===== config.mk =====
export PLATFORM = sky130hd
export DESIGN_NAME = free_list
export DESIGN_NICKNAME = d
export VERILOG_FILES = /design/src/rtl/free_list.sv
export SDC_FILE = /design/constraint.sdc
export NUM_CORES = 1
export LEC_CHECK = 0
export ABC_AREA = 1
export CAP_MARGIN = 0
export CORE_MARGIN = 10
export CORE_UTILIZATION = 25
export DETAILED_ROUTE_END_ITERATION = 7
export PLACE_DENSITY = 0.51
export SYNTH_ARGS = -nofsm -noshare
export SYNTH_HDL_FRONTEND = slang
export SYNTH_SLANG_ARGS = --single-unit
export TNS_END_PERCENT = 1

===== constraint.sdc =====
create_clock -name clk -period 5.05 [get_ports clk]
set_input_delay 0.7575 -clock clk [delete_from_list [all_inputs] [get_ports clk]]
set_output_delay 0.7575 -clock clk [all_outputs]
set_load 0.1 [all_outputs]

===== src/rtl/free_list.sv =====
// free_list: circular FIFO of free physical register IDs for the rename stage.
// Rename pops up to RENAME_WIDTH pregs per cycle, compacted across the requesting
// lanes. Commit pushes back up to COMMIT_WIDTH superseded pregs. A committed head
// pointer lets a flush reclaim every speculative allocation in one cycle.
// Optional feature macro: FREELIST_DBL_FREE_CHECK_EN adds the in_list tracking
// vector and drives a sticky dbl_free_err output.
module free_list #(
    parameter  int NUM_PREGS    = 64,
    parameter  int NUM_AREGS    = 32,
    parameter  int RENAME_WIDTH = 2,
    parameter  int COMMIT_WIDTH = 2,
    localparam int PW           = $clog2(NUM_PREGS),
    localparam int FL_DEPTH     = NUM_PREGS - NUM_AREGS,
    localparam int CW           = $clog2(FL_DEPTH) + 1
) (
    input  logic                                clk,
    input  logic                                rst,
    input  logic [RENAME_WIDTH-1:0]             alloc_req,
    output logic [RENAME_WIDTH-1:0][PW-1:0]     alloc_preg,
    output logic                                alloc_ready,
    input  logic [COMMIT_WIDTH-1:0]             commit_valid,
    input  logic [COMMIT_WIDTH-1:0][PW-1:0]     commit_old_preg,
    input  logic                                flush,
    output logic [CW-1:0]                       free_count,
    output logic                                dbl_free_err
);

    localparam int IW = CW - 1;

    logic [PW-1:0]           mem_q [FL_DEPTH];
    logic [PW-1:0]           mem_d [FL_DEPTH];
    logic [CW-1:0]           head_q, head_d;
    logic [CW-1:0]           tail_q, tail_d;
    logic [CW-1:0]           commit_head_q, commit_head_d;
    logic [CW-1:0]           alloc_offs;
    logic [CW-1:0]           alloc_cnt;
    logic [IW-1:0]           rd_idx;
    logic [CW-1:0]           occ;
    logic [CW-1:0]           wr_ptr;
    logic [COMMIT_WIDTH-1:0] commit_acc;
    logic                    take_alloc;

    // Occupancy and readiness come only from registered pointers.
    assign free_count  = tail_q - head_q;
    assign alloc_ready = (free_count >= CW'(RENAME_WIDTH));
    assign take_alloc  = alloc_ready && !flush;

    // Offer compacted entries to the requesting lanes, starting at head.
    always_comb begin
        alloc_offs = '0;
        rd_idx     = '0;
        for (int k = 0; k < RENAME_WIDTH; k++) begin
            rd_idx        = head_q[IW-1:0] + alloc_offs[IW-1:0];
            alloc_preg[k] = mem_q[rd_idx];
            alloc_offs    = alloc_offs + CW'(alloc_req[k]);
        end
        alloc_cnt = alloc_offs;
    end

    // Accept commit lanes in order while the list has room; the rest are dropped.
    always_comb begin
        occ        = tail_q - head_q;
        commit_acc = '0;
        for (int j = 0; j < COMMIT_WIDTH; j++) begin
            if (commit_valid[j] && (occ < CW'(FL_DEPTH))) begin
                commit_acc[j] = 1'b1;
                occ           = occ + 1'b1;
            end
        end
    end

    // Next state: write accepted frees at tail, then move head for alloc or flush.
    always_comb begin
        mem_d  = mem_q;
        wr_ptr = tail_q;
        for (int j = 0; j < COMMIT_WIDTH; j++) begin
            if (commit_acc[j]) begin
                mem_d[wr_ptr[IW-1:0]] = commit_old_preg[j];
                wr_ptr                = wr_ptr + 1'b1;
            end
        end
        tail_d        = wr_ptr;
        commit_head_d = commit_head_q + (wr_ptr - tail_q);
        head_d        = head_q;
        if (flush) begin
            head_d = commit_head_d;
        end else if (take_alloc) begin
            head_d = head_q + alloc_cnt;
        end
    end

    // Pointer and storage registers; reset loads pregs NUM_AREGS..NUM_PREGS-1.
    always_ff @(posedge clk) begin
        if (!rst) begin
            for (int i = 0; i < FL_DEPTH; i++) begin
                mem_q[i] <= PW'(NUM_AREGS + i);
            end
            head_q        <= '0;
            tail_q        <= CW'(FL_DEPTH);
            commit_head_q <= '0;
        end else begin
            mem_q         <= mem_d;
            head_q        <= head_d;
            tail_q        <= tail_d;
            commit_head_q <= commit_head_d;
        end
    end

`ifdef FREELIST_DBL_FREE_CHECK_EN
    logic [NUM_PREGS-1:0] in_list_q, in_list_d;
    logic                 dbl_q, dbl_d;
    logic [CW-1:0]        reclaim_cnt;
    logic [IW-1:0]        rm_idx;

    // Track which pregs sit in the list and flag frees that break the protocol.
    always_comb begin
        in_list_d   = in_list_q;
        dbl_d       = dbl_q;
        reclaim_cnt = head_q - commit_head_d;
        rm_idx      = '0;
        if (take_alloc) begin
            for (int k = 0; k < RENAME_WIDTH; k++) begin
                if (alloc_req[k]) begin
                    in_list_d[alloc_preg[k]] = 1'b0;
                end
            end
        end
        for (int j = 0; j < COMMIT_WIDTH; j++) begin
            if (commit_valid[j]) begin
                if (!commit_acc[j] || in_list_q[commit_old_preg[j]]) begin
                    dbl_d = 1'b1;
                end
                for (int m = 0; m < j; m++) begin
                    if (commit_valid[m] && (commit_old_preg[m] == commit_old_preg[j])) begin
                        dbl_d = 1'b1;
                    end
                end
                if (commit_acc[j]) begin
                    in_list_d[commit_old_preg[j]] = 1'b1;
                end
            end
        end
        if (flush) begin
            for (int i = 0; i < FL_DEPTH; i++) begin
                rm_idx = commit_head_d[IW-1:0] + IW'(i);
                if (CW'(i) < reclaim_cnt) begin
                    in_list_d[mem_q[rm_idx]] = 1'b1;
                end
            end
        end
    end

    // Membership vector and sticky error flag registers.
    always_ff @(posedge clk) begin
        if (!rst) begin
            for (int i = 0; i < NUM_PREGS; i++) begin
                in_list_q[i] <= (i >= NUM_AREGS);
            end
            dbl_q <= 1'b0;
        end else begin
            in_list_q <= in_list_d;
            dbl_q     <= dbl_d;
        end
    end

    assign dbl_free_err = dbl_q;
`else
    assign dbl_free_err = 1'b0;
`endif

endmodule

# Word level (Yosys, flattened, before mapping)

Cells that the tools add are included.

Word-level logic and storage cells: 85
Output and inout port bits: 20
Input bits: 19
Flip-flop bits (word level): 210

Order comparisons: 9
$add $sub $neg: 9
Muxes and demuxes: 21
Bitwise gates (word level): 4
Reductions and logical operators: 7

Operators with widths:

| operator                                                               | count |
|---|---|
| 192-bit bitwise mux                                                    | 2 |
| 192-bit 2-to-1 mux                                                     | 2 |
| 6-bit 2-to-1 mux                                                       | 11 |
| 6-bit binary-select mux with 5-bit select                              | 2 |
| 6-bit demux with 5-bit select                                          | 2 |
| 6-bit >= comparator (second input constant)                            | 4 |
| 5-bit inverter with 6-bit output                                       | 4 |
| 6-bit by 1-bit adder with 6-bit output (second input constant)         | 3 |
| 6-bit by 1-bit < comparator with 1-bit output (second input constant)  | 2 |
| 6-bit < comparator (second input constant)                             | 2 |
| 6-bit subtractor                                                       | 2 |
| 6-bit by 2-bit adder with 6-bit output                                 | 1 |
| 6-bit adder                                                            | 1 |
| 6-bit by 2-bit >= comparator with 1-bit output (second input constant) | 1 |
| 5-bit by 1-bit adder with 5-bit output                                 | 1 |
| 1-bit logical AND                                                      | 5 |
| 1-bit by 1-bit adder with 2-bit output                                 | 1 |
| 1-bit 2-to-1 mux                                                       | 2 |
| 2-bit nonzero test                                                     | 1 |
| 1-bit logical NOT                                                      | 1 |

# Depth between registers and ports, before layout

Gate-level depths: netlist of the first run.

Depth in word-level cells: 12
Mapped depth: 36
Mapped depth without buffers: 33

# Worst setup path before layout of the first run

Ideal clock, no wire load.

Path kind: reg2reg
Start point: reg head_q[1]
End point: reg head_q[5]
Setup time: 70 ps
Data arrival time: 5066 ps
Cell stages (with the launch flop): 32
Buffers on the path: 2
Required time: 4980 ps
Clock period less this slack: 5136 ps
Setup slack: -86 ps
Path through: dfxtp_1 -> clkbuf_1 -> clkinv_1 -> clkbuf_1 -> fa_1 -> nand3_1 -> nand2_1 -> nand2_1 -> nand2_1 -> nand3_1 -> nand3_4 -> nor2_4 -> nand2_1 -> inv_1 -> o21ai_0 -> nor2_1 -> fa_1 -> ha_1 -> nand2_1 -> inv_1 -> nand4_1 -> nand3_1 -> nand2_1 -> nand2_1 -> inv_1 -> nand2_1 -> nand2_1 -> inv_1 -> nand3_1 -> nand2_1 -> nand2_1 -> a21oi_1

Cells in the longest elaborated chain, start to end: 11
Elaborated cells between the ends (all ways): 20
Classes of those cells: 6 x add/sub; 3 x order compare; 7 x mux; 4 x reduce/logical

RTL lines:

| item                     | RTL line | text |
|---|---|---|
| start: declaration       | 32       | `logic [CW-1:0] head_q, head_d;` |
| start signal: assignment | 98       | `head_q <= '0;` |
| start signal: assignment | 103      | `head_q <= head_d;` |
| 6-bit subtractor *       | 44       | `assign free_count = tail_q - head_q;` |
| net free_count[4]        | 24       | `output logic [CW-1:0] free_count,` |
| 6-bit < comparator       | 65       | `if (commit_valid[j] && (occ < CW'(FL_DEPTH))) begin` |
| 1-bit logical AND        | 65       |  |
| 6-bit 2-to-1 mux         | 65       |  |
| 6-bit < comparator       | 65       |  |
| 1-bit logical AND        | 65       |  |
| 1-bit 2-to-1 mux         | 65       |  |
| 6-bit 2-to-1 mux *       | 77       | `if (commit_acc[j]) begin` |
| net tail_d[4]            | 33       | `logic [CW-1:0] tail_q, tail_d;` |
| 6-bit subtractor *       | 83       | `commit_head_d = commit_head_q + (wr_ptr - tail_q);` |
| 6-bit adder *            | 83       |  |
| 6-bit 2-to-1 mux *       | 85       | `if (flush) begin` |

The timed path passes the listed nets; every way through them passes the cells marked *. The select of a mux whose other input is x is not followed.
A chain may end at the register's enable or synchronous reset.

==> key figures, run 1 <==
Outcome
  – Outcome: complete, no violations

STA
  – Hold Violations, Final: 0
  – Final slew viol count: 0
  – Tcrit/Tclk final: 0.922
  – Max_slew headroom: 0.211
  – Worst slew pin tran: 1180 ps
  – Crit path time final: 4660 ps
  – Setup violators final: 0
  – Setup_tns: 0 ps
  – Final Skew: 31.4 ps
  – RSZ-0062 raised after global routing: false
  – Highest Clock Rate: 215 MHz

Setup path
  – Crit Path Max Fanout: 66
  – WS Path Type: register to output pin
  – CP startpoint kind: register
  – Crit path DAT: 3900 ps
  – Worst path required time: 4290 ps
  – Crit end category: output pin

Clock tree
  – CTS max path bufs: 3
  – Post-CTS Hold Fix Bufs: 0
  – Clk sinks: 210
  – CTS H-tree lvls: 1
  – CTS tree: done
  – Root Driver: clkbuf_16
  – Num CTS Buffers: 26
  – Clk pin slew, worst setup/hold paths: 60 ps
  – Later-pin clock latency in the skew report: 580 ps

Final layout
  – Layout cells sized above 1: 0.0968
  – ANT cells: 0
  – Finished Core Util: 0.290
  – Post-route insts no fill: 2918
  – Area Overhead vs Synth: 14.3%
  – Post-route cell area: 16100 um2
  – Final #Nets: 2199

Routing
  – Vias: 15.6k
  – # DRC: 0
  – Drt initial violations: 1309
  – Routed wire length: 61.0 mm
  – First-pass DRT Iterations: 6
  – Antenna Nets Post-Route: 0
  – WL per Instance: 20.9 um
  – DR vias/cell: 5.36

GRT
  – Vias in the first global route: 14.3k
  – Global Route Usage Sum: 0.175
  – Largest net degree at the start of global routing: 99
  – Gr ovfl total: 0
  – First-pass GRT wire length: 90.7 mm
  – Initial antenna violation count: 0

Power
  – Static Leak: 6.48 nW
  – Pwr dens: 707 nW/um2
  – VDD IR-drop max: 0.000690 V
  – Final Power: 11.4 mW

Synthesis
  – Number of flops mapped to enable cells by yosys: 0
  – Asr flop ratio synth: 0
  – FF+latch count, synth: 210
  – Leading area contributor after synthesis: dfxtp_1
  – Mapped Cells: 2196
  – Top_reg_cell synth: dfxtp_1
  – Yosys warnings: 0
  – Sequential element share of the synthesized area: 0.299
  – Synth cell types: 40
  – Synth Net Count: 2244
  – Top-count cell post-synth: nand2_1
  – Synth top area cells: dfxtp_1, o21ai_0, nand2_1
  – Commonest cells in the netlist: nand2_1, o21ai_0, a21oi_1, dfxtp_1, inv_1
  – Post-Syn Area: 14100 um2
  – Avg Inst Size Synth: 6.40 um2
  – Top cell type's share of synthesized area: 0.299

Place
  – Buffers on Ports: 37
  – GPL Wtd Cong: 0.947
  – DP HPWL: 41.4 mm
  – Placed cell count: 2871
  – DP Area: 15200 um2

Worst hold path
  – Min-Delay Path Class: register to register

Die
  – Total die area: 66100 um2
  – Starting Density: 0.254
  – Core area: 55400 um2
  – Chip Height: 257 um
  – Row cnt: 86
  – # IOs: 39
  – Die W: 257 um

Job
  – Max-cap violations: 0
[final timing paths]
kind	startpoint	end	slack, ps	cells past startpoint
hold reg to reg	mem_q[131]	mem_q[131]	520	2
setup reg to reg	head_q[3]	head_q[5]	510	32
setup / recovery	head_q[1]	alloc_preg[10]	390	9
hold / removal	mem_q[131]	mem_q[131]	520	2
[cell families after synthesis]
family / after synthesis / share of synthesized area
compound gates: 883 / 0.344
xor+xnor: 14 / 0.00872
fa+ha+maj: 29 / 0.0296
buf+inv: 383 / 0.105
flops: 210 / 0.299
other cells: 1 / 0.000267
simple gates: 676 / 0.213
[state kept, by name, summed over array words and instances (netlist names)]
| register | cells |
|---|---|
| tail_q | 6 |
| head_q | 6 |
| commit_head_q | 6 |
| mem_q | 192 |
[layout make-up]
cell class	count	area, um2
Sequential cell	210	4210
Tap cell	748	936
Inverter	224	845
Clock buffer	45	822
Clock inverter	2	46.3
Timing Repair Buffer	86	798
Multi-Input combinational cell	1603	8420
Fill cell	6113	39300
[worst max-delay path: stages, from the launching register on]
cell	delay (ps)
dfxtp_2	320
buf_4	670
nand3_1	340
xor2_1	310
inv_1	520
o211ai_1	190
nand2_1	170
nor2_1	60
a31oi_1	430
buf_12	250
[layer usage]
metal | wire length (um) | track usage | part of all wire | vias to the layer above
li1 | - | - | - | 7436
met1 | 26500 | 0.234 | 0.43 | 7398
met2 | 27300 | 0.280 | 0.45 | 673
met3 | 4760 | 0.0246 | 0.078 | 139
met4 | 2460 | 0.0698 | 0.040 | 0
met5 | 0 | 0 | 0 | -
[per-stage QoR]
step	worst slack, ps	hold slack (ps)
after floorplan	94.1	476
after global placement	522	499
after detailed placement	482	501
after CTS	448	519
after global routing	20.7	543
final	392	523
[layout by cell type (no fill, tap or decap), drive strengths merged, types with 17 or more instances in the layout]
| master | instances |
|---|---|
| buf | 69 |
| nand2 | 445 |
| o211ai | 153 |
| nor2 | 84 |
| ha | 22 |
| dfxtp | 210 |
| a21oi | 283 |
| o21ai | 423 |
| nand3 | 129 |
| clkbuf | 45 |
| clkdlybuf4s50 | 17 |
| inv | 216 |
[repair_timing]
| item | CTS | global route |
|---|---|---|
| setup buffers | 0 | 0 |
| endpoints found under the hold margin | 0 | 0 |
| endpoints found under the setup margin | 0 | 1 |
| gates resized for setup | 0 | 4 |
[power breakdown]
group	switching [mW]	total (mW)	internal, mW	leakage, nW
clock	0.797	1.94	1.15	0.424
combinational	5.28	7.36	2.08	4.35
sequential	0.162	2.05	1.89	1.70
total	6.24	11.4	5.12	6.48
Note: power is estimated with default switching activity, not from simulation.
==> run 2: changes to the inputs <==
--- a/config.mk
+++ b/config.mk
@@ -11,6 +11,7 @@
 export CORE_UTILIZATION = 25
 export DETAILED_ROUTE_END_ITERATION = 7
 export PLACE_DENSITY = 0.51
+export SKIP_LAST_GASP = 1
 export SYNTH_ARGS = -nofsm -noshare
 export SYNTH_HDL_FRONTEND = slang
 export SYNTH_SLANG_ARGS = --single-unit
==> results of run 2 <==
The final DEF is identical to that of run 1; final timing and power are the same.
==> run 3: changes to the inputs <==
--- a/config.mk
+++ b/config.mk
@@ -9,7 +9,9 @@
 export CAP_MARGIN = 0
 export CORE_MARGIN = 10
 export CORE_UTILIZATION = 25
+export CTS_CLUSTER_DIAMETER = 80
 export DETAILED_ROUTE_END_ITERATION = 7
+export GPL_TIMING_DRIVEN = 1
 export PLACE_DENSITY = 0.51
 export SKIP_LAST_GASP = 1
 export SYNTH_ARGS = -nofsm -noshare
==> results of run 3 <==
The final DEF is identical to that of run 1; final timing and power are the same.
